## src/rtl/chu_vga_rect_pkg.sv

```systemverilog
// Shared types for the rectangle overlay core: rect_t, register offsets and the shadow write helper.
// No timing of its own; the blink feature is selected in the core by RECT_BLINK_EN.
package chu_vga_rect_pkg;

  localparam int NUM_RECT  = 4;
  localparam int OUTLINE_W = 2;
  localparam int COLOR_W   = 12;
  localparam int COORD_W   = 11;

  localparam logic [1:0] REG_XB     = 2'd0;
  localparam logic [1:0] REG_YB     = 2'd1;
  localparam logic [1:0] REG_ATTR   = 2'd2;
  localparam logic [4:0] REG_GLOBAL = 5'd16;

  typedef struct packed {
    logic [COORD_W-1:0] x0;
    logic [COORD_W-1:0] x1;
    logic [COORD_W-1:0] y0;
    logic [COORD_W-1:0] y1;
    logic [COLOR_W-1:0] color;
    logic               en;
    logic               blink;
    logic               outline;
  } rect_t;

  // Applies one register-word write to a shadow rectangle; word 3 leaves it unchanged.
  function automatic rect_t rect_write(input rect_t r, input logic [1:0] field,
                                       input logic [31:0] d);
    rect_t n;
    n = r;
    case (field)
      REG_XB: begin
        n.x0 = d[10:0];
        n.x1 = d[26:16];
      end
      REG_YB: begin
        n.y0 = d[10:0];
        n.y1 = d[26:16];
      end
      REG_ATTR: begin
        n.color   = d[COLOR_W-1:0];
        n.en      = d[16];
        n.blink   = d[17];
        n.outline = d[18];
      end
      default: n = r;
    endcase
    return n;
  endfunction

endpackage

```

## src/rtl/chu_vga_rect_if.sv

```systemverilog
// Slot register write bus of the overlay core (write-only, no stall, no read-back).
interface chu_vga_rect_if;

  logic        cs;
  logic        write;
  logic [13:0] addr;
  logic [31:0] wr_data;

  modport master (output cs, output write, output addr, output wr_data);
  modport slave  (input  cs, input  write, input  addr, input  wr_data);

endinterface

```

## src/rtl/chu_vga_rect_hit.sv

```systemverilog
// Combinational filled/outline hit test of one rectangle against the current pixel.
// Zero latency; no flow control.
module chu_vga_rect_hit
  import chu_vga_rect_pkg::*;
#(
  parameter int OUTLINE_W = chu_vga_rect_pkg::OUTLINE_W
) (
  input  rect_t       rect,
  input  logic [10:0] x,
  input  logic [10:0] y,
  output logic        hit
);

  logic [11:0] xe, ye, x0e, x1e, y0e, y1e, ow;
  logic        in_fill, on_edge;
  logic        unused_attr;

  assign unused_attr = ^{rect.color, rect.en, rect.blink};

  // x > x1-W is evaluated as x+W > x1 so a narrow rect never underflows.
  always_comb begin
    xe  = {1'b0, x};
    ye  = {1'b0, y};
    x0e = {1'b0, rect.x0};
    x1e = {1'b0, rect.x1};
    y0e = {1'b0, rect.y0};
    y1e = {1'b0, rect.y1};
    ow  = 12'(OUTLINE_W);
    in_fill = (x0e <= xe) && (xe <= x1e) && (y0e <= ye) && (ye <= y1e);
    on_edge = (xe < x0e + ow) || (xe + ow > x1e) ||
              (ye < y0e + ow) || (ye + ow > y1e);
    hit = in_fill && (!rect.outline || on_edge);
  end

endmodule

```

## src/rtl/chu_vga_rect_core.sv

```systemverilog
// Overlays up to four double-buffered rectangles on the pixel stream; so_rgb is valid 2 cycles after x,y,
// no backpressure (writes never stall). Blink counter/phase/period exist only with RECT_BLINK_EN defined.
module chu_vga_rect_core
  import chu_vga_rect_pkg::*;
#(
  parameter int CD        = 12,
  parameter int NUM_RECT  = chu_vga_rect_pkg::NUM_RECT,
  parameter int OUTLINE_W = chu_vga_rect_pkg::OUTLINE_W
) (
  input  logic          clk,
  input  logic          reset,
  input  logic [10:0]   x,
  input  logic [10:0]   y,
  chu_vga_rect_if.slave bus,
  input  logic [CD-1:0] si_rgb,
  output logic [CD-1:0] so_rgb
);

  rect_t shadow_rect [NUM_RECT];
  rect_t active_rect [NUM_RECT];
  logic  shadow_bypass, active_bypass;

  logic [10:0] x_prev, y_prev;
  logic        frame_start;
  logic        wr_en;
  logic [1:0]  wr_idx;
  logic        phase;
  logic        unused_addr;

  logic [NUM_RECT-1:0] hit_raw, vis_hit, vis_hit_q;
  logic [CD-1:0]       color_q [NUM_RECT];
  logic                bypass_q;
  logic [CD-1:0]       pix_nxt;

  assign wr_en       = bus.cs & bus.write;
  assign wr_idx      = bus.addr[3:2];
  assign unused_addr = ^bus.addr[13:5];

  // One event per frame: origin reached from anywhere else, so a stall at (0,0) counts once.
  assign frame_start = (x == 11'd0) && (y == 11'd0) &&
                       !((x_prev == 11'd0) && (y_prev == 11'd0));

  always_ff @(posedge clk) begin
    if (reset) begin
      x_prev <= '0;
      y_prev <= '0;
    end else begin
      x_prev <= x;
      y_prev <= y;
    end
  end

  always_ff @(posedge clk) begin
    if (reset) begin
      for (int i = 0; i < NUM_RECT; i++) shadow_rect[i] <= '0;
      shadow_bypass <= 1'b0;
    end else if (wr_en) begin
      if (!bus.addr[4])
        shadow_rect[wr_idx] <= rect_write(shadow_rect[wr_idx], bus.addr[1:0], bus.wr_data);
      else if (bus.addr[4:0] == REG_GLOBAL)
        shadow_bypass <= bus.wr_data[8];
    end
  end

  // Commit on the event edge itself, so pixel (1,0) already sees the new set.
  always_ff @(posedge clk) begin
    if (reset) begin
      for (int i = 0; i < NUM_RECT; i++) active_rect[i] <= '0;
      active_bypass <= 1'b0;
    end else if (frame_start) begin
      for (int i = 0; i < NUM_RECT; i++) active_rect[i] <= shadow_rect[i];
      active_bypass <= shadow_bypass;
    end
  end

`ifdef RECT_BLINK_EN
  logic [7:0] shadow_period, active_period, blink_cnt;
  logic       phase_q;

  always_ff @(posedge clk) begin
    if (reset) begin
      shadow_period <= '0;
      active_period <= '0;
    end else begin
      if (wr_en && bus.addr[4:0] == REG_GLOBAL) shadow_period <= bus.wr_data[7:0];
      if (frame_start) active_period <= shadow_period;
    end
  end

  always_ff @(posedge clk) begin
    if (reset) begin
      blink_cnt <= '0;
      phase_q   <= 1'b1;
    end else if (frame_start) begin
      if (active_period == 8'd0) begin
        blink_cnt <= '0;
        phase_q   <= 1'b1;
      end else if (blink_cnt == active_period - 8'd1) begin
        blink_cnt <= '0;
        phase_q   <= ~phase_q;
      end else begin
        blink_cnt <= blink_cnt + 8'd1;
      end
    end
  end

  assign phase = phase_q | (active_period == 8'd0);
`else
  assign phase = 1'b1;
`endif

  for (genvar i = 0; i < NUM_RECT; i++) begin : g_hit
    chu_vga_rect_hit #(.OUTLINE_W(OUTLINE_W)) u_hit (
      .rect (active_rect[i]),
      .x    (x),
      .y    (y),
      .hit  (hit_raw[i])
    );
  end

  always_comb begin
    vis_hit = '0;
    for (int i = 0; i < NUM_RECT; i++)
      vis_hit[i] = hit_raw[i] & active_rect[i].en & (~active_rect[i].blink | phase);
  end

  // Colours travel with the flags so the origin pixel never mixes old hits with new colours.
  always_ff @(posedge clk) begin
    if (reset) begin
      vis_hit_q <= '0;
      bypass_q  <= 1'b0;
      for (int i = 0; i < NUM_RECT; i++) color_q[i] <= '0;
    end else begin
      vis_hit_q <= vis_hit;
      bypass_q  <= active_bypass;
      for (int i = 0; i < NUM_RECT; i++) color_q[i] <= active_rect[i].color[CD-1:0];
    end
  end

  // si_rgb arrives one cycle behind its x,y and meets the stage-1 flags here.
  always_comb begin
    pix_nxt = si_rgb;
    if (!bypass_q) begin
      for (int i = NUM_RECT - 1; i >= 0; i--)
        if (vis_hit_q[i]) pix_nxt = color_q[i];
    end
  end

  always_ff @(posedge clk) begin
    if (reset) so_rgb <= '0;
    else       so_rgb <= pix_nxt;
  end

endmodule
```

## src/flat_wrapper.sv

```systemverilog
// flat-port wrapper written by rule: the top's interface ports become plain ports
module chu_vga_rect_core_flat import chu_vga_rect_pkg::*;
#(
  parameter int CD        = 12,
  parameter int NUM_RECT  = chu_vga_rect_pkg::NUM_RECT,
  parameter int OUTLINE_W = chu_vga_rect_pkg::OUTLINE_W
)
  (clk, reset, x, y, si_rgb, so_rgb, bus_cs, bus_write, bus_addr, bus_wr_data);
  chu_vga_rect_if bus_i ();
  input  logic clk;
  input  logic reset;
  input  logic [10:0] x;
  input  logic [10:0] y;
  input  logic [CD-1:0] si_rgb;
  output logic [CD-1:0] so_rgb;
  input wire logic [$bits(bus_i.cs)-1:0] bus_cs;
  input wire logic [$bits(bus_i.write)-1:0] bus_write;
  input wire logic [$bits(bus_i.addr)-1:0] bus_addr;
  input wire logic [$bits(bus_i.wr_data)-1:0] bus_wr_data;
  assign bus_i.cs = bus_cs;
  assign bus_i.write = bus_write;
  assign bus_i.addr = bus_addr;
  assign bus_i.wr_data = bus_wr_data;
  chu_vga_rect_core #(.CD(CD), .NUM_RECT(NUM_RECT), .OUTLINE_W(OUTLINE_W)) u_core (.clk(clk), .reset(reset), .x(x), .y(y), .bus(bus_i), .si_rgb(si_rgb), .so_rgb(so_rgb));
endmodule
```

## config.mk

```make
export PLATFORM = sky130hd
export DESIGN_NAME = chu_vga_rect_core_flat
export DESIGN_NICKNAME = d
export VERILOG_FILES = /design/src/rtl/chu_vga_rect_pkg.sv /design/src/rtl/chu_vga_rect_if.sv /design/src/rtl/chu_vga_rect_hit.sv /design/src/rtl/chu_vga_rect_core.sv /design/src/flat_wrapper.sv
export SDC_FILE = /design/constraint.sdc
export NUM_CORES = 1
export LEC_CHECK = 0
export CAP_MARGIN = 20
export CORE_ASPECT_RATIO = 0.8
export CORE_UTILIZATION = 48
export DETAILED_ROUTE_END_ITERATION = 7
export DONT_BUFFER_PORTS = 1
export GPL_ROUTABILITY_DRIVEN = 0
export SYNTH_ARGS = -nofsm -noshare
export SYNTH_HDL_FRONTEND = slang
export SYNTH_HIERARCHICAL = 1
export SYNTH_SLANG_ARGS = --single-unit
```

## constraint.sdc

```tcl
create_clock -name clk -period 21.6 [get_ports clk]
set_input_delay 4.32 -clock clk [delete_from_list [all_inputs] [get_ports clk]]
set_output_delay 4.32 -clock clk [all_outputs]
set_load 0.03 [all_outputs]
```

# After elaboration in Yosys (flattened, before gate mapping)
# Memory sizes are Yosys's and may differ from the RTL's.
# Index checks and enable logic that the tools add are counted.
[op_classes]
add_sub_neg = 10
magnitude_cmp = 32
n_eq_ne = 6
n_mux = 38
bitwise = 13
reduce_logical = 50
[ops]
columns = ["op", "count"]
rows = [
  ["$mux W59", 5],
  ["$le A11 B11 Y1", 16],
  ["$mux W22", 8],
  ["$add A11 B2 Y12 const B", 10],
  ["$mux W12", 9],
  ["$gt A12 B11 Y1", 8],
  ["$lt A11 B12 Y1", 8],
  ["$mux W15", 4],
  ["$reduce_or A59 Y1", 1],
  ["$logic_not A11 Y1", 4],
  ["$logic_and A1 B1 Y1", 19],
  ["$logic_or A1 B1 Y1", 16],
  ["$ne A4 B4 Y1 const B", 3],
  ["$mux W1", 10],
  ["$or A1 B1 Y1", 8],
  ["$reduce_and A2 Y1", 3],
  ["$and A1 B1 Y1", 5],
  ["$eq A5 B5 Y1 const B", 1],
  ["$logic_not A1 Y1", 5],
  ["$mux W3", 1],
  ["$reduce_and A3 Y1", 1],
  ["$eq A2 B1 Y1 const B", 1],
  ["$eq A2 B2 Y1 const B", 1],
  ["$logic_not A2 Y1", 1],
  ["$mux W2", 1],
]
[totals]
ff_bits = 41
ramBits = 520
in_bits = 84
elab_cells = 159
n_memories = 3
[mem_list]
columns = ["name", "depth", "word_bits", "rd", "rd_ports_with_merged_regs", "wr", "line", "text"]
rows = [
  ["u_core.active_rect", 4, 59, 4, 0, 4, "chu_vga_rect_core.sv:20", "rect_t active_rect [NUM_RECT];"],
  ["u_core.shadow_rect", 4, 59, 4, 0, 4, "chu_vga_rect_core.sv:19", "rect_t shadow_rect [NUM_RECT];"],
  ["u_core.color_q", 4, 12, 4, 0, 4, "chu_vga_rect_core.sv:31", "logic [CD-1:0] color_q [NUM_RECT];"],
]

# Depth between registers and ports, before layout
# An unclocked memory read counts as a cell.
[logic_depth]
ltp_word = 9
ltp_mapped = 14
ltp_nobuf = 14

# Cells and area by module
# Netlist, hierarchy kept.
[by_module_without_submodules]
columns = ["module", "n_inst", "cells_per_inst", "area_each_um2"]
rows = [
  ["chu_vga_rect_core", 1, 1313, 20070.5],
  ["chu_vga_rect_hit at u_core.g_hit[1].u_hit ...", 2, 349, 2635.0],
  ["chu_vga_rect_hit at u_core.g_hit[0].u_hit", 1, 341, 2621.3],
  ["chu_vga_rect_hit at u_core.g_hit[2].u_hit", 1, 340, 2621.3],
]

# Worst setup path after synthesis
# Ideal clock, no wire load.
[synth_path]
path_type = "input to register"
start = "input port x[4]"
end = "memory u_core/active_rect[0][0] (netlist name) (enable)"
arrival_ps = 10970
setup_slack_ps = 9990
stages = 4
n_path_buf = 0
cell_sequence = "or4_1 -> or4_4 -> or2_2 -> nand2b_1"
[synth_rtl]
columns = ["item", "line", "text"]
rows = [
  ["from (decl)", "flat_wrapper.sv:12", "input logic [10:0] x;"],
  ["to (decl)", "chu_vga_rect_core.sv:20", ""],
]

==> load_flow_metrics.sql <==
INSERT INTO impl_metrics (metric_group, metric, value, unit) VALUES
('setup_path', 'worstPathBufferInverterCount', '2', ''),
('die', 'die_width', '282.9', 'um'),
('sta', 'finalCritPeriodShare', '34.49', '%'),
('setup_path', 'cp_data_required_time', '21.83', 'ns'),
('die', 'floorplan.rows', '81', ''),
('setup_path', 'timing.critical_path.arrival', '7.68', 'ns'),
('global_routing', 'grt_antenna_before_repair', '6', ''),
('power', 'pwr_density_cell', '72.10', 'nW/um^2'),
('detailed_routing', 'routed-via-count', '20090', ''),
('sta', 'timing.fmax', '0.1342', 'GHz'),
('synth', 'synth_area_per_cell', '11.32', 'um^2'),
('power', 'p_leak', '12.97', 'nW'),
('detailed_routing', 'drc', '0', ''),
('sta', 'drv_slew', '0', ''),
('sta', 'total_negative_setup_slacks', '0', 'ns'),
('setup_path', 'worstRegToRegCells', '6', ''),
('clock_tree', 'cts_max_level', '2', ''),
('setup_path', 'critical-path-top-delay-family', 'simple AND/OR/NAND/NOR gates', ''),
('min_path', 'timing.hold.worst.start', 'u_core/active_rect[0][11]$_SDFFCE_PN0P_', ''),
('final_layout', 'most_frequent_cells_in_the_layout', 'sky130_fd_sc_hd__edfxtp_1, sky130_fd_sc_hd__ha_1, sky130_fd_sc_hd__nor2_1, sky130_fd_sc_hd__and2_1, sky130_fd_sc_hd__inv_1', ''),
('detailed_routing', 'drt-vias-per-instance', '5.639', ''),
('final_layout', 'num-nets-final', '3129', ''),
('run_status', 'status', 'completed', ''),
('synth', 'postSynthNetCount', '3121', ''),
('setup_path', 'critPathMaxStageDelay', '0.87', 'ns'),
('setup_path', 'criticalPathCategory', 'in2reg', ''),
('setup_path', 'cpMostUsedCell', 'sky130_fd_sc_hd__buf_4', ''),
('sta', 'final.setup_skew', '0.02317', 'ns'),
('final_layout', 'fillers', '5308', ''),
('sta', 'finalHoldViolCount', '0', ''),
('clock_tree', 'clock_tree.buffer_depth', '3', ''),
('sta', 'timing.final.crit_period', '7.449', 'ns'),
('clock_tree', 'clock_insertion_delay_worst_skew', '0.61', 'ns'),
('sta', 'max_slew_margin', '26.45', '%'),
('clock_tree', 'cts_inserted_buffers', '56', ''),
('detailed_routing', 'detail_route.first_pass.iterations', '6', ''),
('detailed_routing', 'wirelength_met1', '37630', 'um'),
('clock_tree', 'sink_count', '553', ''),
('setup_path', 'crit_path_start_kind', 'primary input', ''),
('setup_path', 'register_to_register_setup_slack', '17.99', 'ns'),
('setup_path', 'cp_slowest_cell', 'sky130_fd_sc_hd__buf_4', ''),
('clock_tree', 'cts_setup_buffers', '0', ''),
('synth', 'synth_area', '30310', 'um^2'),
('detailed_routing', 'topRoutingLayerUsed', 'met5', ''),
('min_path', 'worst_hold_path_ep', 'u_core/color_q[0][8]$_SDFF_PP0_', ''),
('clock_tree', 'cts.reportedPaths.clkPinSlew', '0.06', 'ns'),
('die', 'core_area', '61720', 'um^2'),
('clock_tree', 'cts_root_buf', 'sky130_fd_sc_hd__clkbuf_16', ''),
('global_routing', 'gr-total-overflow', '0', ''),
('die', 'dieArea', '64150', 'um^2'),
('detailed_routing', 'routed_length_on_met3', '5973', 'um'),
('placement', 'placement.io_buffers', '0', ''),
('detailed_routing', 'average_routed_wire_per_standard_cell', '22.48', 'um'),
('flow_run', 'maxCapViolCount', '0', ''),
('final_layout', 'layout_cell_share_with_drive_strength_beyond_1', '5.820', '%'),
('die', 'top_level_ports', '96', ''),
('die', 'die_height', '226.7', 'um'),
('synth', 'yosys_warnings', '6', ''),
('sta', 'max_slew.worst_pin.slew', '1.101', 'ns'),
('final_layout', 'area_taken_by_multi_input_logic_gates', '13410', 'um^2'),
('min_path', 'hp-class', 'reg2reg', ''),
('clock_tree', 'cts_hold_repair.buffers', '0', ''),
('setup_path', 'path_cells', 'or4_1 -> or4_4 -> or2_2 -> nand2b_4 -> buf_4 -> buf_4', ''),
('die', 'initial_core_util', '49.10', '%'),
('sta', 'setup-violations-final', '0', ''),
('setup_path', 'timing.critical_path.fanout_max', '74', ''),
('detailed_routing', 'starting_drt_drc_count', '1560', ''),
('final_layout', 'post_layout_nonfiller_instances', '3563', ''),
('final_layout', 'ff_latch_area', '15720', 'um^2'),
('min_path', 'worstHoldPathCells', '1', ''),
('power', 'worst_ir_drop_vdd', '0.06538', 'mV');
==> state kept, by name (all words and copies together), names as in the netlist <==
| signal | cells |
|---|---|
| u_core/bypass_q | 1 |
| u_core/active_bypass | 1 |
| u_core/y_prev | 11 |
| u_core/x_prev | 11 |
| u_core/so_rgb | 12 |
| u_core/color_q | 48 |
| u_core/shadow_bypass | 1 |
| u_core/active_rect | 232 |
| u_core/vis_hit_q | 4 |
| u_core/shadow_rect | 232 |
==> worst max path at each step <==
stage	start	endpoint	slack [ns]
3_5_place_dp	x[4]	u_core/active_rect[2][41]$_SDFFCE_PN0P_	13.45
2_1_floorplan	x[4]	u_core/active_rect[0][0]$_SDFFCE_PN0P_	10.09
6_report	x[4]	u_core/active_rect[2][39]$_SDFFCE_PN0P_	14.15
5_1_grt	x[4]	u_core/active_rect[2][26]$_SDFFCE_PN0P_	13.91
4_1_cts	x[4]	u_core/active_rect[2][39]$_SDFFCE_PN0P_	14.08
3_3_place_gp	x[4]	u_core/active_rect[0][7]$_SDFFCE_PN0P_	13.48
==> power breakdown <==
group / total [mW] / internal [mW] / switching (mW)
registers: 1.22 / 1.20 / 0.0193
clock network: 0.989 / 0.580 / 0.409
logic: 0.187 / 0.0772 / 0.110
==> cell type report <==
cell class,instances,area share (%)
sequential,553,47.38
multi-input combinational,1828,40.44
clock buffer,81,4.979
tap,830,3.131
inverter,228,2.580
clock inverter,24,0.7658
timing repair buffer,18,0.7167
antenna,1,0.007544
==> through the flow <==
step / hold WS, ns / worst slack, ns / power [mW] / area, um^2 / util (%)
after floorplan: 0.4285 / 10.09 / 1.376 / 30310 / -
after global placement: 0.4371 / 13.48 / 1.410 / 31110 / 50.40
after detailed placement: 0.4369 / 13.45 / 1.421 / 31160 / 50.49
after CTS: 0.4536 / 14.08 / 2.409 / 33070 / 53.57
after global routing: 0.4603 / 13.91 / 2.476 / 33170 / 53.74
final: 0.4510 / 14.15 / 2.391 / 33170 / 53.74
==> routing by layer <==
layer / track usage [%] / up-vias
met2: 38.08 / 619
met4: 7.854 / 2
li1: - / 9589
met3: 4.839 / 131
met5: 0 / -
met1: 35.73 / 9751
==> worst register-to-register path, stage by stage, from the launching register on <==
cell,delay [ns]
sky130_fd_sc_hd__dfxtp_1,0.29
sky130_fd_sc_hd__or4_1,0.53
sky130_fd_sc_hd__nor4_2,0.80
sky130_fd_sc_hd__or2_2,0.29
sky130_fd_sc_hd__nand2b_4,0.31
sky130_fd_sc_hd__buf_4,0.46
sky130_fd_sc_hd__buf_4,0.54
Power figures use the tool's default switching activity.
